<file path="src/rtl/riscv_pkg.sv">
// ---------------------------------------------------------------------------
// riscv_pkg
// Shared constants for the front end of the pipeline.
//   NOP_INSTR   : canonical RISC-V NOP (addi x0, x0, 0), shown to decode
//                 whenever no real instruction is available.
//   FQ_ENTRY_W  : packed fetch-queue entry width for the default 32-bit
//                 PC / instruction configuration, laid out {pc, pc_plus4, instr}.
//   fq_entry_w(): same width computed for arbitrary PC / instruction widths.
// ---------------------------------------------------------------------------
package riscv_pkg;

    localparam logic [31:0] NOP_INSTR = 32'h0000_0013;

    localparam int FQ_DEF_ADDRESS_WIDTH = 32;
    localparam int FQ_DEF_DATA_WIDTH    = 32;
    localparam int FQ_ENTRY_W           = 2 * FQ_DEF_ADDRESS_WIDTH + FQ_DEF_DATA_WIDTH;

    function automatic int fq_entry_w(input int address_width, input int data_width);
        return 2 * address_width + data_width;
    endfunction

endpackage : riscv_pkg

</file>
<file path="src/rtl/fq_mem.sv">
// ---------------------------------------------------------------------------
// fq_mem
// Storage array for the fetch queue: DEPTH x WIDTH registers, one synchronous
// write port and one combinational (asynchronous) read port. The array has
// no reset; validity of each slot is tracked by the owner's pointers/count.
//
// Ports
//   clk   : in  1      rising-edge clock for the write port
//   we    : in  1      write enable
//   waddr : in  AW     write slot
//   wdata : in  WIDTH  write data
//   raddr : in  AW     read slot
//   rdata : out WIDTH  contents of slot raddr (same cycle)
// ---------------------------------------------------------------------------
module fq_mem #(
    parameter int DEPTH = 4,
    parameter int WIDTH = 96,
    localparam int AW   = $clog2(DEPTH)
) (
    input  logic             clk,
    input  logic             we,
    input  logic [AW-1:0]    waddr,
    input  logic [WIDTH-1:0] wdata,
    input  logic [AW-1:0]    raddr,
    output logic [WIDTH-1:0] rdata
);

    logic [WIDTH-1:0] mem_q [DEPTH];

    always_ff @(posedge clk) begin
        if (we) begin
            mem_q[waddr] <= wdata;
        end
    end

    assign rdata = mem_q[raddr];

endmodule : fq_mem

</file>
<file path="src/rtl/fetch_queue.sv">
// ---------------------------------------------------------------------------
// fetch_queue
// Instruction queue between fetch and decode. Each accepted fetch cycle the
// {pc, pc_plus4, instr} tuple is written into a DEPTH-entry circular buffer;
// the oldest entry is presented to decode behind a valid/ready handshake.
// A flush (execute redirect) discards every queued entry on the next edge.
//
// Ports
//   clk         : in  1              rising-edge clock
//   rst         : in  1              asynchronous, active-low reset
//   valid_f     : in  1              fetch offers a tuple
//   pc_f        : in  ADDRESS_WIDTH  fetched PC
//   pc_plus4_f  : in  ADDRESS_WIDTH  fetched PC + 4
//   instr_f     : in  DATA_WIDTH     fetched instruction
//   ready_f     : out 1              queue can accept (not full)
//   flush       : in  1              redirect: drop all entries
//   valid_d     : out 1              head entry valid (not empty)
//   ready_d     : in  1              decode takes the head entry
//   pc_d        : out ADDRESS_WIDTH  head PC            (0 when empty)
//   pc_plus4_d  : out ADDRESS_WIDTH  head PC + 4        (0 when empty)
//   instr_d     : out DATA_WIDTH     head instruction   (NOP when empty)
//   count       : out clog2(DEPTH)+1 occupied entries
// ---------------------------------------------------------------------------
module fetch_queue
    import riscv_pkg::*;
#(
    parameter int DATA_WIDTH    = 32,
    parameter int ADDRESS_WIDTH = 32,
    parameter int DEPTH         = 4
) (
    input  logic                       clk,
    input  logic                       rst,
    input  logic                       valid_f,
    input  logic [ADDRESS_WIDTH-1:0]   pc_f,
    input  logic [ADDRESS_WIDTH-1:0]   pc_plus4_f,
    input  logic [DATA_WIDTH-1:0]      instr_f,
    output logic                       ready_f,
    input  logic                       flush,
    output logic                       valid_d,
    input  logic                       ready_d,
    output logic [ADDRESS_WIDTH-1:0]   pc_d,
    output logic [ADDRESS_WIDTH-1:0]   pc_plus4_d,
    output logic [DATA_WIDTH-1:0]      instr_d,
    output logic [$clog2(DEPTH):0]     count
);

    localparam int PTR_W   = $clog2(DEPTH);
    localparam int CNT_W   = PTR_W + 1;
    localparam int ENTRY_W = fq_entry_w(ADDRESS_WIDTH, DATA_WIDTH);

    localparam logic [CNT_W-1:0] FULL_CNT = CNT_W'(DEPTH);

    logic [PTR_W-1:0] rd_ptr_q, rd_ptr_d;
    logic [PTR_W-1:0] wr_ptr_q, wr_ptr_d;
    logic [CNT_W-1:0] count_q,  count_d;

    logic               push;
    logic               pop;
    logic [ENTRY_W-1:0] wdata;
    logic [ENTRY_W-1:0] rdata;

    // Full/empty come only from registered occupancy, so ready_f has no
    // combinational dependence on ready_d: a full queue refuses a push even
    // when decode pops in the same cycle.
    assign ready_f = (count_q != FULL_CNT);
    assign valid_d = (count_q != '0);
    assign count   = count_q;

    assign push = valid_f && ready_f && !flush;
    assign pop  = valid_d && ready_d && !flush;

    assign wdata = {pc_f, pc_plus4_f, instr_f};

    always_comb begin
        rd_ptr_d = rd_ptr_q;
        wr_ptr_d = wr_ptr_q;
        count_d  = count_q;
        if (flush) begin
            rd_ptr_d = '0;
            wr_ptr_d = '0;
            count_d  = '0;
        end else begin
            // DEPTH is a power of two, so plain increment wraps modulo DEPTH.
            if (push) begin
                wr_ptr_d = wr_ptr_q + PTR_W'(1);
            end
            if (pop) begin
                rd_ptr_d = rd_ptr_q + PTR_W'(1);
            end
            case ({push, pop})
                2'b10:   count_d = count_q + CNT_W'(1);
                2'b01:   count_d = count_q - CNT_W'(1);
                default: count_d = count_q;
            endcase
        end
    end

    always_ff @(posedge clk or negedge rst) begin
        if (!rst) begin
            rd_ptr_q <= '0;
            wr_ptr_q <= '0;
            count_q  <= '0;
        end else begin
            rd_ptr_q <= rd_ptr_d;
            wr_ptr_q <= wr_ptr_d;
            count_q  <= count_d;
        end
    end

    fq_mem #(
        .DEPTH (DEPTH),
        .WIDTH (ENTRY_W)
    ) u_mem (
        .clk   (clk),
        .we    (push),
        .waddr (wr_ptr_q),
        .wdata (wdata),
        .raddr (rd_ptr_q),
        .rdata (rdata)
    );

    // Empty queue shows a harmless bubble rather than stale array contents.
    always_comb begin
        pc_d       = '0;
        pc_plus4_d = '0;
        instr_d    = DATA_WIDTH'(NOP_INSTR);
        if (valid_d) begin
            pc_d       = rdata[ENTRY_W-1 -: ADDRESS_WIDTH];
            pc_plus4_d = rdata[DATA_WIDTH +: ADDRESS_WIDTH];
            instr_d    = rdata[DATA_WIDTH-1:0];
        end
    end

endmodule : fetch_queue

</file>
<file path="config.mk">
export PLATFORM = sky130hd
export DESIGN_NAME = fetch_queue
export DESIGN_NICKNAME = d
export VERILOG_FILES = /design/src/rtl/riscv_pkg.sv /design/src/rtl/fq_mem.sv /design/src/rtl/fetch_queue.sv
export SDC_FILE = /design/constraint.sdc
export NUM_CORES = 1
export LEC_CHECK = 0
export ABC_AREA = 1
export ABC_CLOCK_PERIOD_IN_PS = 7250
export CORE_MARGIN = 1
export CORE_UTILIZATION = 48
export DETAILED_ROUTE_END_ITERATION = 16
export PLACE_DENSITY = 0.72
export SYNTH_ARGS = -nofsm -noshare
export SYNTH_HDL_FRONTEND = slang
export SYNTH_SLANG_ARGS = --single-unit
</file>
<file path="constraint.sdc">
create_clock -name clk -period 7.25 [get_ports clk]
set_input_delay 1.45 -clock clk [delete_from_list [all_inputs] [get_ports clk]]
set_output_delay 1.45 -clock clk [all_outputs]
set_load 0.01 [all_outputs]
</file>
* After elaboration in Yosys (flattened, before gate mapping)
Memories as Yosys holds them, arrays and structs flattened.
Index checks and enable logic that the tools add are counted.
** Operators by class
- $add $sub $neg :: 4
- Equal/unequal tests :: 3
- Multiplexer cells :: 11
- Reductions and logical operators :: 9
** Operators by type and width (number)
- 2-to-1 mux 32 bit :: 3
- 2-to-1 mux 2 bit :: 4
- case mux 3 bit (2 select lines) :: 1
- nonzero test 3 bit :: 2
- adder 2 x 1 -> 2 bit, second input constant :: 2
- logical AND 1 bit :: 4
- nonzero test 2 bit :: 2
- adder 3 x 1 -> 3 bit, second input constant :: 1
- 2-to-1 mux 3 bit :: 1
- != test 3 bit, second input constant :: 1
- subtractor 3 x 1 -> 3 bit, second input constant :: 1
- equality test 2 x 1 -> 1 bit, second input constant :: 1
- equality test 2 bit, second input constant :: 1
- 2-to-1 mux 1 bit :: 2
- logical NOT 1 bit :: 1
** Storage, ports and cells
- Bits in registers :: 7
- Memory bits (writable) :: 384
- Bits of input ports :: 101
- Output and inout port bits :: 101
- Word-level logic and storage cells :: 31
- Memories :: 1
** Memory list
- u_mem.mem_q :: depth 4, bits a word 96, read ports 1, clocked after Yosys merged registers in 0, write ports 1, RTL line fq_mem.sv:28 : logic [WIDTH-1:0] mem_q [DEPTH];

* Longest topological paths before layout
- Depth in word-level cells :: 6
- Mapped depth :: 12
- Gate-level depth less buffers :: 12

* Hierarchy
From an unflattened synthesis, not the netlist that was laid out.
** Unflattened totals
- Cell total of the unflattened synthesis :: 1767
- Area total of the unflattened synthesis :: 17302.8 um2
** By module, submodules not included
- fq_mem :: times used 1, cells each 1512, area an instance 16077.9 um2, sequential area each 11531.1 um2
- fetch_queue :: times used 1, cells each 255, area an instance 1224.9 um2, sequential area each 175.2 um2

* Worst setup path after synthesis
No wires, ideal clock.
- Kind :: input to register
- From :: input valid_f
- To :: memory u_mem.mem_q[0][0] (enable)
- Setup time :: 0.551 ns
- Arrival :: 5.760 ns
- Data required time :: 6.699 ns
- Setup slack :: 0.939 ns
- Stages on the path :: 4
- Buffers on the path :: 0
- Cells stage by stage :: nand2_2 nor2_1 inv_1 nor2_1
** Between the ends
- Cells in the longest elaborated chain, start to end :: 4
** RTL lines
- from (decl) :: RTL line fetch_queue.sv:33 : input logic valid_f,
- logical AND 1 bit (2 in series) :: RTL line fetch_queue.sv:69 : assign push = valid_f && ready_f && !flush;
- 2-to-1 mux 1 bit :: RTL line fq_mem.sv:31 : if (we) begin
- 2-to-1 mux 1 bit (implied by the code) :: RTL line fq_mem.sv:32 : mem_q[waddr] <= wdata;
- to (decl) :: RTL line fq_mem.sv:28
No other way between the ends.

* Worst setup path after layout
- From :: register rd_ptr_q[0]
- To :: output pc_d[27]
** Between the ends
- Cells in the longest elaborated chain, start to end :: 2
** RTL lines
- from (decl) :: RTL line fetch_queue.sv:53 : logic [PTR_W-1:0] rd_ptr_q, rd_ptr_d;
- from (signal assigned) :: RTL line fetch_queue.sv:104 : rd_ptr_q <= rd_ptr_d;
- memory (4 x 96 bit)
- 2-to-1 mux 32 bit :: RTL line fetch_queue.sv:127 : if (valid_d) begin
- to (decl) :: RTL line fetch_queue.sv:41 : output logic [ADDRESS_WIDTH-1:0] pc_d,
No other way between the ends.

==> summary.md <==
| Metric | Value |
|---|---|
| Crit share post-route | `75.4%` |
| Global router's overall resource usage | `20.5%` |
| CP Data Arrival Time | `4.02 ns` |
| WL final | `33400 um` |
| Max Fclk | `183 MHz` |
| Vias in the first global route | `9414` |
| Commonest non-fill, non-tap cell in the layout | `nor2_1` |
| Largest net degree at the start of global routing | `123` |
| Cell Area, Placed | `0.0176 mm2` |
| Max capacitance violation total | `0` |
| Async S/R FF share, synth | `1.79%` |
| Inst Count DP | `1737` |
| Synthesis Warnings | `0` |
| Hold Vio Cnt, Final | `0` |
| R2R depth | `7` |
| Post-synth top area share | `75.2%` |
| Worst Hold End | `wr_ptr_q[1]` |
| Hold Crit Depth | `2` |
| Final instance area | `0.0188 mm2` |
| Post-CTS sizing | `0` |
| Max VDD drop | `206 uV` |
| Worst setup SP type | `flip-flop` |
| Die area | `0.0327 mm2` |
| RSZ-0062 raised after global routing | `false` |
| Iteration-0 DRC Markers | `882` |
| Leakage power | `0.00631 uW` |
| H-tree levels | `2` |
| Total grt overflow | `0` |
| Setup_tns | `0 ns` |
| CTS clk-pin slew, worst paths | `0.06 ns` |
| HPWL after detailed placement | `18100 um` |
| Critical path endpoint category | `output pin` |
| DRT Pass-1 Iters | `5` |
| Sequential element share of the synthesized area | `76.4%` |
| Die Ht | `181 um` |
| Synth Instances | `1194` |
| Vias per cell | `5.34` |
| Finished Layout Cells | `1811` |
| Buffer depth of the longest clock path | `3` |
| Fin. max-slew vios | `0` |
| Start point of the worst hold path | `wr_ptr_q[1]` |
| Rows | `65` |
| GPL Wtd Cong | `0.739` |
| Status | `complete, no violations` |
| Synth Area per Inst | `12.8 um2` |
| CTS tree | `done` |
| Critical Path Fanout Max | `102` |
| Fill cells | `2426` |
| Synth-to-Final Area Change | `22.9%` |
| Final Skew | `0.0109 ns` |
| Leading area contributor after synthesis | `edfxtp_1` |
| Initial antenna violation count | `4` |
| R2r setup slk | `4.24 ns` |
| Post CTS Setup Buffer Count | `0` |
| Cells taking the most area after synthesis | `edfxtp_1, nor2_1, o21ai_0` |
| Clk sink count | `391` |
| Starting Density | `48.7%` |
| Placeable Area | `0.0315 mm2` |
| Layout Utilization | `59.8%` |
| First-pass GRT wire length | `51500 um` |
| Reg-to-reg startpoint | `count[0]` |
| Most frequent cells in the layout | `nor2_1, edfxtp_1, clkdlybuf4s50_1` |
| Mapped Nets | `1300` |
| DR WL/cell | `18.4 um` |
| Routed vias | `9670` |
| Period minus WS final | `5.47 ns` |
| TritonCTS Buffers | `40` |
| Rel. slew slack | `24.1%` |
| Synthesized flop and latch total | `391` |
| CTS root buf | `clkbuf_16` |
| Reg-to-Reg End | `u_mem.mem_q[0][40]` |
| Worst-margin pin slew | `1.14 ns` |
| Drt drc | `0` |
| Hold-fix buffers, CTS | `0` |
| Data required, critical path | `5.80 ns` |
| PD cells | `351 mW/mm2` |
| IO Port Bufs | `201` |
| Critical Setup Path Class | `reg2out` |
| Clk_lat worst skew | `0.53 ns` |
| Mapped cell area | `0.0153 mm2` |
| I/O pins | `202` |
| Distinct cells, synth | `27` |
| Chip Width | `181 um` |
| Hold crit path type | `reg2reg` |
| Total Nets Final | `1483` |
| Proportion of layout cells with a drive suffix above 1 | `6.04%` |
| Final Setup Violations | `0` |
| Post-synth EDFFs | `384` |
| Post-route ant nets | `0` |
| Prevailing post-synth register cell | `edfxtp_1` |
[through the flow]
stage | total power, uW | setup WS (ns) | hold WS (ns)
5_1_grt | 6930 | 1.53 | 0.685
2_1_floorplan | 3750 | 0.939 | 0.579
4_1_cts | 6680 | 1.78 | 0.638
6_report | 6620 | 1.78 | 0.640
3_3_place_gp | 4720 | 2.37 | 0.620
3_5_place_dp | 4740 | 2.34 | 0.626
[how the worst max path moves through the flow]
stage	endpoint	slack [ns]	depth (start not counted)	from
3_5_place_dp	pc_d[2]	2.34	7	rd_ptr_q[0]
3_3_place_gp	pc_d[22]	2.37	7	rd_ptr_q[0]
2_1_floorplan	u_mem.mem_q[0][0]	0.94	4	valid_f
6_report	pc_d[27]	1.78	7	rd_ptr_q[0]
4_1_cts	pc_d[27]	1.78	7	rd_ptr_q[0]
5_1_grt	pc_d[23]	1.53	7	rd_ptr_q[0]
[registers in the layout (all words and copies together) (netlist names)]
signal and cells:
u_mem.mem_q 384, count 3, rd_ptr_q 2, wr_ptr_q 2
[kinds of logic (layout without fill, tap and decap cells)]
logic type,after synthesis,count (layout),synth area share (%)
other,0,2,0
adder cells (fa/ha/maj),5,5,0.457
buffers and inverters,90,303,3.05
AO/OA/AOI/OAI,293,293,9.69
XOR/XNOR,1,1,0.0572
flip-flops,391,391,76.4
AND/OR/NAND/NOR,414,414,10.4
[area by class of cell]
type	count	area [um2]	share of cell area (%)
antenna	2	5.00	0.0266
clock buffer	51	1060	5.65
clock inverter	21	183	0.970
inverter	16	66.3	0.352
multi-input combinational	713	3180	16.9
sequential	391	11700	62.2
tap	402	503	2.67
timing repair buffer	215	2120	11.2
[Yosys cell counts, types with 2 or more instances]
master / number
ha_1: 4
buf_6: 4
buf_2: 22
nand2_2: 2
edfxtp_1: 384
nor2_1: 390
nand2_1: 13
a21oi_2: 2
clkbuf_1: 18
o21ai_0: 190
a21oi_1: 96
buf_1: 7
clkbuf_2: 6
buf_4: 17
dfrtp_1: 7
nand3_1: 5
o311ai_1: 3
inv_1: 12
inv_2: 3
o21ai_1: 2
[where the power goes]
group	leakage, uW	total, uW	internal [uW]	switching (uW)
clock network	0.000605	1940	1150	798
registers	0.00358	2670	2620	49.6
logic	0.00213	2010	858	1150
total	0.00631	6620	4620	2000
[critical path, cell delays in order (launching register included)]
cell             delay, ns
dfrtp_4               0.42
buf_4                 0.83
buf_4                 0.89
nor2_1                0.11
nor2_1                0.11
o21ai_0               0.09
a21oi_1               0.35
clkdlybuf4s50_1       0.61
[layer usage]
layer,wire [um],global-route usage (%)
met1,14000,27.0
met2,16400,34.3
met3,2340,4.39
met4,631,5.71
met5,31,0
(Power assumes the default switching activity.)
